==> src/rtl/sr_flag_arbiter.sv <==
// Round-robin arbiter that lets NREQ requesters set/reset flags in one shared
// SR-style flag bank, one command at a time via a req/ack handshake.
module sr_flag_arbiter #(
    parameter int NREQ  = 4,
    parameter int NFLAG = 8,
    parameter int IDXW  = 3
) (
    input  logic                 clk,
    input  logic                 rst_n,
    input  logic [NREQ-1:0]      req,
    input  logic [NREQ-1:0]      s,
    input  logic [NREQ-1:0]      r,
    input  logic [NREQ*IDXW-1:0] idx,
    output logic [NREQ-1:0]      ack,
    output logic [NREQ-1:0]      err,
    output logic [NFLAG-1:0]     q,
    output logic [NFLAG-1:0]     qbar,
    output logic                 busy
);

    localparam int PW = (NREQ > 1) ? $clog2(NREQ) : 1;
    localparam int unsigned NFLAG_U = NFLAG;

    typedef enum logic [1:0] {
        IDLE,
        APPLY,
        ACK
    } state_t;

    state_t          state;
    logic [PW-1:0]   rr_ptr;
    logic [PW-1:0]   gnt;
    logic            s_c;
    logic            r_c;
    logic [IDXW-1:0] idx_c;

    logic [PW-1:0]    pick;
    logic [PW-1:0]    cand;
    logic             pick_vld;
    int               sum;
    logic [NFLAG-1:0] q_nxt;
    logic             bad;
    logic [NREQ-1:0]  gnt_oh;

    // First set req bit at or after rr_ptr, wrapping modulo NREQ.
    always_comb begin
        pick     = rr_ptr;
        pick_vld = 1'b0;
        cand     = '0;
        sum      = 0;
        for (int i = 0; i < NREQ; i++) begin
            sum = int'(rr_ptr) + i;
            if (sum >= NREQ) begin
                sum = sum - NREQ;
            end
            cand = PW'(sum);
            if (!pick_vld && req[cand]) begin
                pick_vld = 1'b1;
                pick     = cand;
            end
        end
    end

    // {s,r}=11 and out-of-range indices leave the bank untouched.
    always_comb begin
        q_nxt = q;
        bad   = 1'b0;
        if (32'(idx_c) >= NFLAG_U) begin
            bad = 1'b1;
        end else begin
            case ({s_c, r_c})
                2'b00: bad = 1'b0;
                2'b11: bad = 1'b1;
                default: begin
                    for (int f = 0; f < NFLAG; f++) begin
                        if (idx_c == IDXW'(f)) begin
                            q_nxt[f] = s_c;
                        end
                    end
                end
            endcase
        end
    end

    assign gnt_oh = {{(NREQ-1){1'b0}}, 1'b1} << gnt;

    always_ff @(posedge clk or negedge rst_n) begin
        if (!rst_n) begin
            state  <= IDLE;
            rr_ptr <= '0;
            gnt    <= '0;
            s_c    <= 1'b0;
            r_c    <= 1'b0;
            idx_c  <= '0;
            q      <= '0;
            ack    <= '0;
            err    <= '0;
        end else begin
            ack <= '0;
            err <= '0;
            unique case (state)
                IDLE: begin
                    if (pick_vld) begin
                        gnt   <= pick;
                        s_c   <= s[pick];
                        r_c   <= r[pick];
                        idx_c <= idx[pick*IDXW +: IDXW];
                        state <= APPLY;
                    end
                end
                APPLY: begin
                    q     <= q_nxt;
                    ack   <= gnt_oh;
                    err   <= bad ? gnt_oh : '0;
                    state <= ACK;
                end
                ACK: begin
                    rr_ptr <= (gnt == PW'(NREQ - 1)) ? '0 : gnt + 1'b1;
                    state  <= IDLE;
                end
                default: state <= IDLE;
            endcase
        end
    end

    assign qbar = ~q;
    assign busy = (state != IDLE);

endmodule

==> config.mk <==
export PLATFORM = sky130hd
export DESIGN_NAME = sr_flag_arbiter
export DESIGN_NICKNAME = d
export VERILOG_FILES = /design/src/rtl/sr_flag_arbiter.sv
export SDC_FILE = /design/constraint.sdc
export NUM_CORES = 1
export LEC_CHECK = 0
export CELL_PAD_IN_SITES_DETAIL_PLACEMENT = 1
export CELL_PAD_IN_SITES_GLOBAL_PLACEMENT = 2
export CORE_ASPECT_RATIO = 0.75
export CORE_MARGIN = 2
export CORE_UTILIZATION = 29
export CTS_BUF_LIST = sky130_fd_sc_hd__clkbuf_16
export CTS_CLUSTER_SIZE = 10
export DETAILED_ROUTE_END_ITERATION = 8
export GPL_ROUTABILITY_DRIVEN = 0
export PLACE_DENSITY = 0.88
export SLEW_MARGIN = 20
export SYNTH_ARGS = -nofsm -noshare
export SYNTH_HDL_FRONTEND = slang
export SYNTH_SLANG_ARGS = --single-unit
==> constraint.sdc <==
create_clock -name clk -period 2.65 [get_ports clk]
set_clock_uncertainty 0.05 [all_clocks]
set_input_delay 0.795 -clock clk [delete_from_list [all_inputs] [get_ports clk]]
set_output_delay 0.795 -clock clk [all_outputs]
set_load 0.02 [all_outputs]
==> qor.csv <==
metric,value,unit
status,"finished, final reports clean",
core_area,0.00484,mm²
antenna_found_initial,0,
rsz0062_at_grt,false,
clock-sinks,27,
final_hold_viol_count,0,
place_inst,245,
fp.dieArea,0.00554,mm²
maxCapViolations,0,
holdPathStages,1,
cts_buffers,3,
power.total,2.30,mW
synth_top_area_share,47.0,%
dp_slack,-0.129,ns
h-tree-depth,1,
synth_top_area_cell,dfrtp_1,
cts_max_path_buffers,2,
worst_slack,0.161,ns
dp_hpwl,2940,µm
dominantRegCellSynth,dfrtp_1,
synth-edff-count,0,
vias,1200,
fp.dieH,65.0,µm
drt-total-wl,3620,µm
r2r_start,rr_ptr[1],
relSlewSlack,59.6,%
syn_inst,136,
fin_crit_sh,93.9,%
ant_nets,0,
grt_util_all_layers,14.0,%
grt_pass1_wl,6050,µm
avgViaCountPerCell,4.82,
dr.pass1.iters,4,
fillers,548,
fmax,402,MHz
r2r_slack,0.77,ns
finalMaxSlewViolations,0,
io_pins,51,
startpoint,req[0],
synth.most_common_cell,dfrtp_1,
drive_gt1_share,11.6,%
ys_types,37,
min_period,2.49,ns
hp-start,q[7],
drc,0,
async_reset_ff_share,100,%
post_dp_cell_area,0.00202,mm²
leakage,0.921,nW
fin_nets,221,
path_clk_slew,0.06,ns
die_w,85.3,µm
criticalPathCategory,input port to register,
power_density,1090,mW/mm²
rows,22,
worst_pin_slew,0.604,ns
ys_seq_area_share,47.0,%
ir_drop,0.418,mV
setup_violations,0,
hold_buffers,0,
r2r_cells,5,
hold_class,register to register,
hold_path_end,q[7],
cts_setup_buffers,0,
cts_resized,0,
drt_iter0_markers,17,
yosysWarnings,0,
start_kind,input port,
synth_area_leaders,"dfrtp_1 47%, mux2_2 4.7%, ha_1 4.4%",
grt_overflow,0,
num_antenna_cells,0,
synth_seq_cells,27,
cts_root_buf,clkbuf_16,
crit_arrival,2.56,ns
syn_area,0.00144,mm²
path_max_fanout,5,
portBuffers,50,
start_util,29.6,%
synth_common_cells,"27 x dfrtp_1, 11 x inv_1, 10 x nand2_1",
synth_fp_nets,167,
layoutNonFillerInstCount,249,
avgSynthCellArea,10.6,µm²
r2r_end,r_c,
endpoint_kind,register,
tritoncts,yes,
clock_latency,0.25,ns
synthToLayoutAreaGrowth,46.3,%
grt_max_degree,28,
crit_required,2.72,ns
hold-worst-slack,0.491,ns
utilization,43.4,%
wl_per_cell,14.5,µm
fin_area,0.00210,mm²
grt_pass1_vias,1274,
fin_setup_tns,0,ns
==> power by group <==
part           switching, mW  internal [mW]
Combinational          0.634          0.596
Sequential             0.165          0.581
Clock                  0.124          0.201
Total                  0.922           1.38
==> registers in the layout (all words and copies together), names as in the netlist <==
| register | count |
|---|---|
| idx_c | 3 |
| ack | 4 |
| rr_ptr | 2 |
| gnt | 2 |
| q | 8 |
| state | 2 |
| err | 4 |
| r_c | 1 |
| s_c | 1 |
==> layout make-up <==
| class | count | area, µm² | share of cell area, % |
|---|---|---|---|
| repair buffers | 54 | 531 | 25.2 |
| flip-flops and latches | 27 | 676 | 32.1 |
| multi-input cells | 93 | 701 | 33.3 |
| inverters | 11 | 41.3 | 1.96 |
| clock inverters | 1 | 3.75 | 0.179 |
| clock buffers | 3 | 75.1 | 3.57 |
| well taps | 60 | 75.1 | 3.57 |
==> critical path, stage by stage <==
cell and delay, ns:
clkdlybuf4s50_1 0.54, nor2_1 0.08, a211o_1 0.38, and4_1 0.22, a2111oi_0 0.44, a211oi_1 0.11
==> routing by layer <==
| metal | up-vias | wire, µm | global-route usage, % |
|---|---|---|---|
| li1 | 585 | - | - |
| met1 | 562 | 1620 | 17.3 |
| met2 | 47 | 1730 | 23.9 |
| met3 | 6 | 240 | 4.84 |
| met4 | 0 | 26 | 2.58 |
| met5 | - | 0 | 0 |
==> logic make-up after synthesis <==
kind of cell | count (synthesis) | share of synthesized area, %
multiplexers | 11 | 8.19
flip-flops | 27 | 47.0
AND/OR/NAND/NOR | 49 | 19.9
AO/OA/AOI/OAI | 28 | 16.3
buffers and inverters | 16 | 4.27
adder cells (fa/ha/maj) | 5 | 4.36
==> cells in the final DEF (no fill, tap or decap), types with 5 or more instances in the layout <==
cell type        instances
mux2i_1                  5
o21ai_0                  6
dfrtp_1                 27
nand2_1                 10
nor2_1                   8
clkdlybuf4s50_1         50
inv_1                   12
ha_1                     5
mux2_2                   6
==> worst max-delay path by stage <==
stage / slack (ns) / to
3_5_place_dp: -0.13 / idx_c[0]
2_1_floorplan: 0.66 / idx_c[1]
3_3_place_gp: 0.02 / idx_c[0]
6_report: 0.16 / r_c
4_1_cts: 0.12 / idx_c[0]
5_1_grt: 0.03 / idx_c[2]
Note: power is estimated with default switching activity, not from simulation.
==> variant, RTL diff (config.mk and constraints unchanged) <==
The 3 states of `state_t` get a one-hot encoding in 3 bits.
--- a/src/rtl/sr_flag_arbiter.sv
+++ b/src/rtl/sr_flag_arbiter.sv
@@ -22,8 +22,8 @@
     localparam int unsigned NFLAG_U = NFLAG;
 
-    typedef enum logic [1:0] {
-        IDLE,
-        APPLY,
-        ACK
+    typedef enum logic [2:0] {
+        IDLE  = 3'b001,
+        APPLY = 3'b010,
+        ACK   = 3'b100
     } state_t;
 
Check against the original RTL: no difference found for any inputs over 4 cycles, from zero or initial values and one cycle with rst_n low; so few cycles prove little.
==> variant against the unedited design <==
  * Sequential cell count is 1 higher
  * Routed wire length is 4.4% lower
  * Worst setup slack better by 0.081 ns
  * Core utilization is 2.2 points higher
  * Total power is 7.2% lower
  * Fmax is 3.4% higher
  * Synthesized area is 2.7% lower
  * Worst hold slack worse by 0.024 ns
  * Final area is 1.3% lower
  * Global-route usage is 0.60 points lower
==> variant: results (changes against the unedited design) <==
Status
  • Status: complete, no violations

Worst setup path
  • Worst Path Arrival: 2.46 ns (-0.10 ns)
  • Crit path max fanout: 11 (+6)
  • Worst r2r dst: s_c
  • Worst reg-to-reg path cell count: 6 (+1)

Finish
  • Fraction of layout cells with a size suffix above 1: 0.0994 (-0.0170)
  • Layout Nets: 213 (-3.6%)
  • Ant. Diodes: 0 (unchanged)

Placed design
  • DP Cell Count: 234 (-4.5%)
  • Port Buf Inserts: 50 (unchanged)
  • Placement Setup Slack: 0.0811 ns (+0.210 ns)
  • DP Area: 1970 µm² (-2.7%)
  • DP Wirelength: 2660 µm (-9.5%)

Logic synthesis
  • Post-synth EDFFs: 0 (unchanged)
  • Yosys warnings: 0 (unchanged)
  • Largest cells by area after synthesis: dfrtp_1 (48%), mux2i_1 (7.2%), mux2_2 (4.8%), ha_1 (4.5%), o221ai_1 (4.4%)
  • Post-synth cell types: 27 (-27%)
  • Mapped Nets: 160 (-4.2%)
  • Commonest cells post-synth: dfrtp_1 (27), inv_1 (14), nand2_1 (14)
  • Cells after synthesis: 129 (-5.1%)
  • Seq/Total Area, Yosys: 0.502 (+0.0319)

Clock network
  • Clock Latency Late Sink: 0.26 ns
  • Total setup buffers inserted after CTS: 0 (unchanged)

Timing
  • Slew HR: 0.736 (+0.140)

Global routing
  • Routing usage on met1: 0.174 (+0.000932)
  • GR Util All Layers: 0.134 (-0.00602)
  • GR Util met3: 0.0297 (-0.0187)
  • Vias in the first global route: 1,172 (-8.0%)
  • First-pass GRT wire length: 5710 µm (-5.7%)
  • Met2 Usage GRT: 0.229 (-0.0101)
  • Largest net degree at the start of global routing: 29 (+3.6%)

Detailed routing
  • Vias per std cell: 4.76 (-1.3%)
  • Starting DRT DRC Count: 18 (+1)
  • Met2 WL post-DR: 1640 µm (-5.2%)
  • Met3 wire length: 173 µm (-28%)
  • Uppermost layer routed: met4
  • WL/cell: 14.5 µm (about the same)
  • Wl on met1: 1580 µm (-3.0%)
  • ANT nets after route: 0 (unchanged)
  • WL final: 3460 µm (-4.4%)
  • Drt pass-1 iters: 4 (unchanged)
  • DRC viols: 0 (unchanged)

Power
  • Pleak: 0.942 nW (+2.4%)
  • Worst VDD drop: 0.366 mV (-12%)

Hold path
  • Hold path start: r_c
  • Worst hold path class: register to register
  • Endpoint, Worst Hold: r_c
  • Hold Path Cell Cnt: 2 (+1)
## variant: changes by cell type in the layout (fill, tap and decap cells not counted), sizes merged, moves of 3 or more
cell	unedited run	this run
nand2	11	14
a2111oi	4	0
nor2b	4	0
o221ai	0	7
nor3b	2	5
mux2i	5	10
inv	12	15
a211oi	3	0
nand3	5	1
and4	3	0
## variant: final cells by class
class	count	area [µm²]
clock buffer	3	75.1
clock inverter	1	30.0
fill	514	2470
inverter	15	56.3
multi-input combinational	81	602
sequential	28	702
tap	57	71.3
timing repair buffer	53	538
## variant: cells by family (layout without fill, tap and decap cells)
family                   Yosys count  in the layout  synth area share
AO/OA/AOI/OAI                     19             19             0.111
flip-flops                        28             28             0.502
buffers and inverters             20             72            0.0671
AND/OR/NAND/NOR                   41             41             0.155
adder cells (fa/ha/maj)            5              5            0.0448
multiplexers                      16             16             0.120
## variant: how the worst max path moves through the flow
stage	startpoint	end	slack, ns	cells past startpoint
2_1_floorplan	req[0]	idx_c[0]	0.79	6
3_3_place_gp	req[0]	idx_c[1]	0.18	7
3_5_place_dp	req[1]	idx_c[0]	0.08	7
4_1_cts	state[0]	busy	0.006	2
5_1_grt	req[0]	s_c	0.21	7
6_report	req[1]	s_c	0.24	7
## variant: through the flow
stage,hold WS [ns],power (mW)
after global placement,0.439,1.66
after CTS,0.475,2.16
after detailed placement,0.460,1.70
after floorplan,0.409,1.30
final,0.467,2.13
after global routing,0.498,2.27
## variant: critical path, stage by stage
cell and delay (ns):
clkdlybuf4s50_1 0.56, nor3b_1 0.08, o22a_2 0.25, o22ai_4 0.14, buf_12 0.17, mux2i_1 0.27
o221ai_1 0.20
## variant: where the power goes
group	internal, mW	switching (mW)
registers	0.576	0.153
logic	0.474	0.488
clock network	0.301	0.141
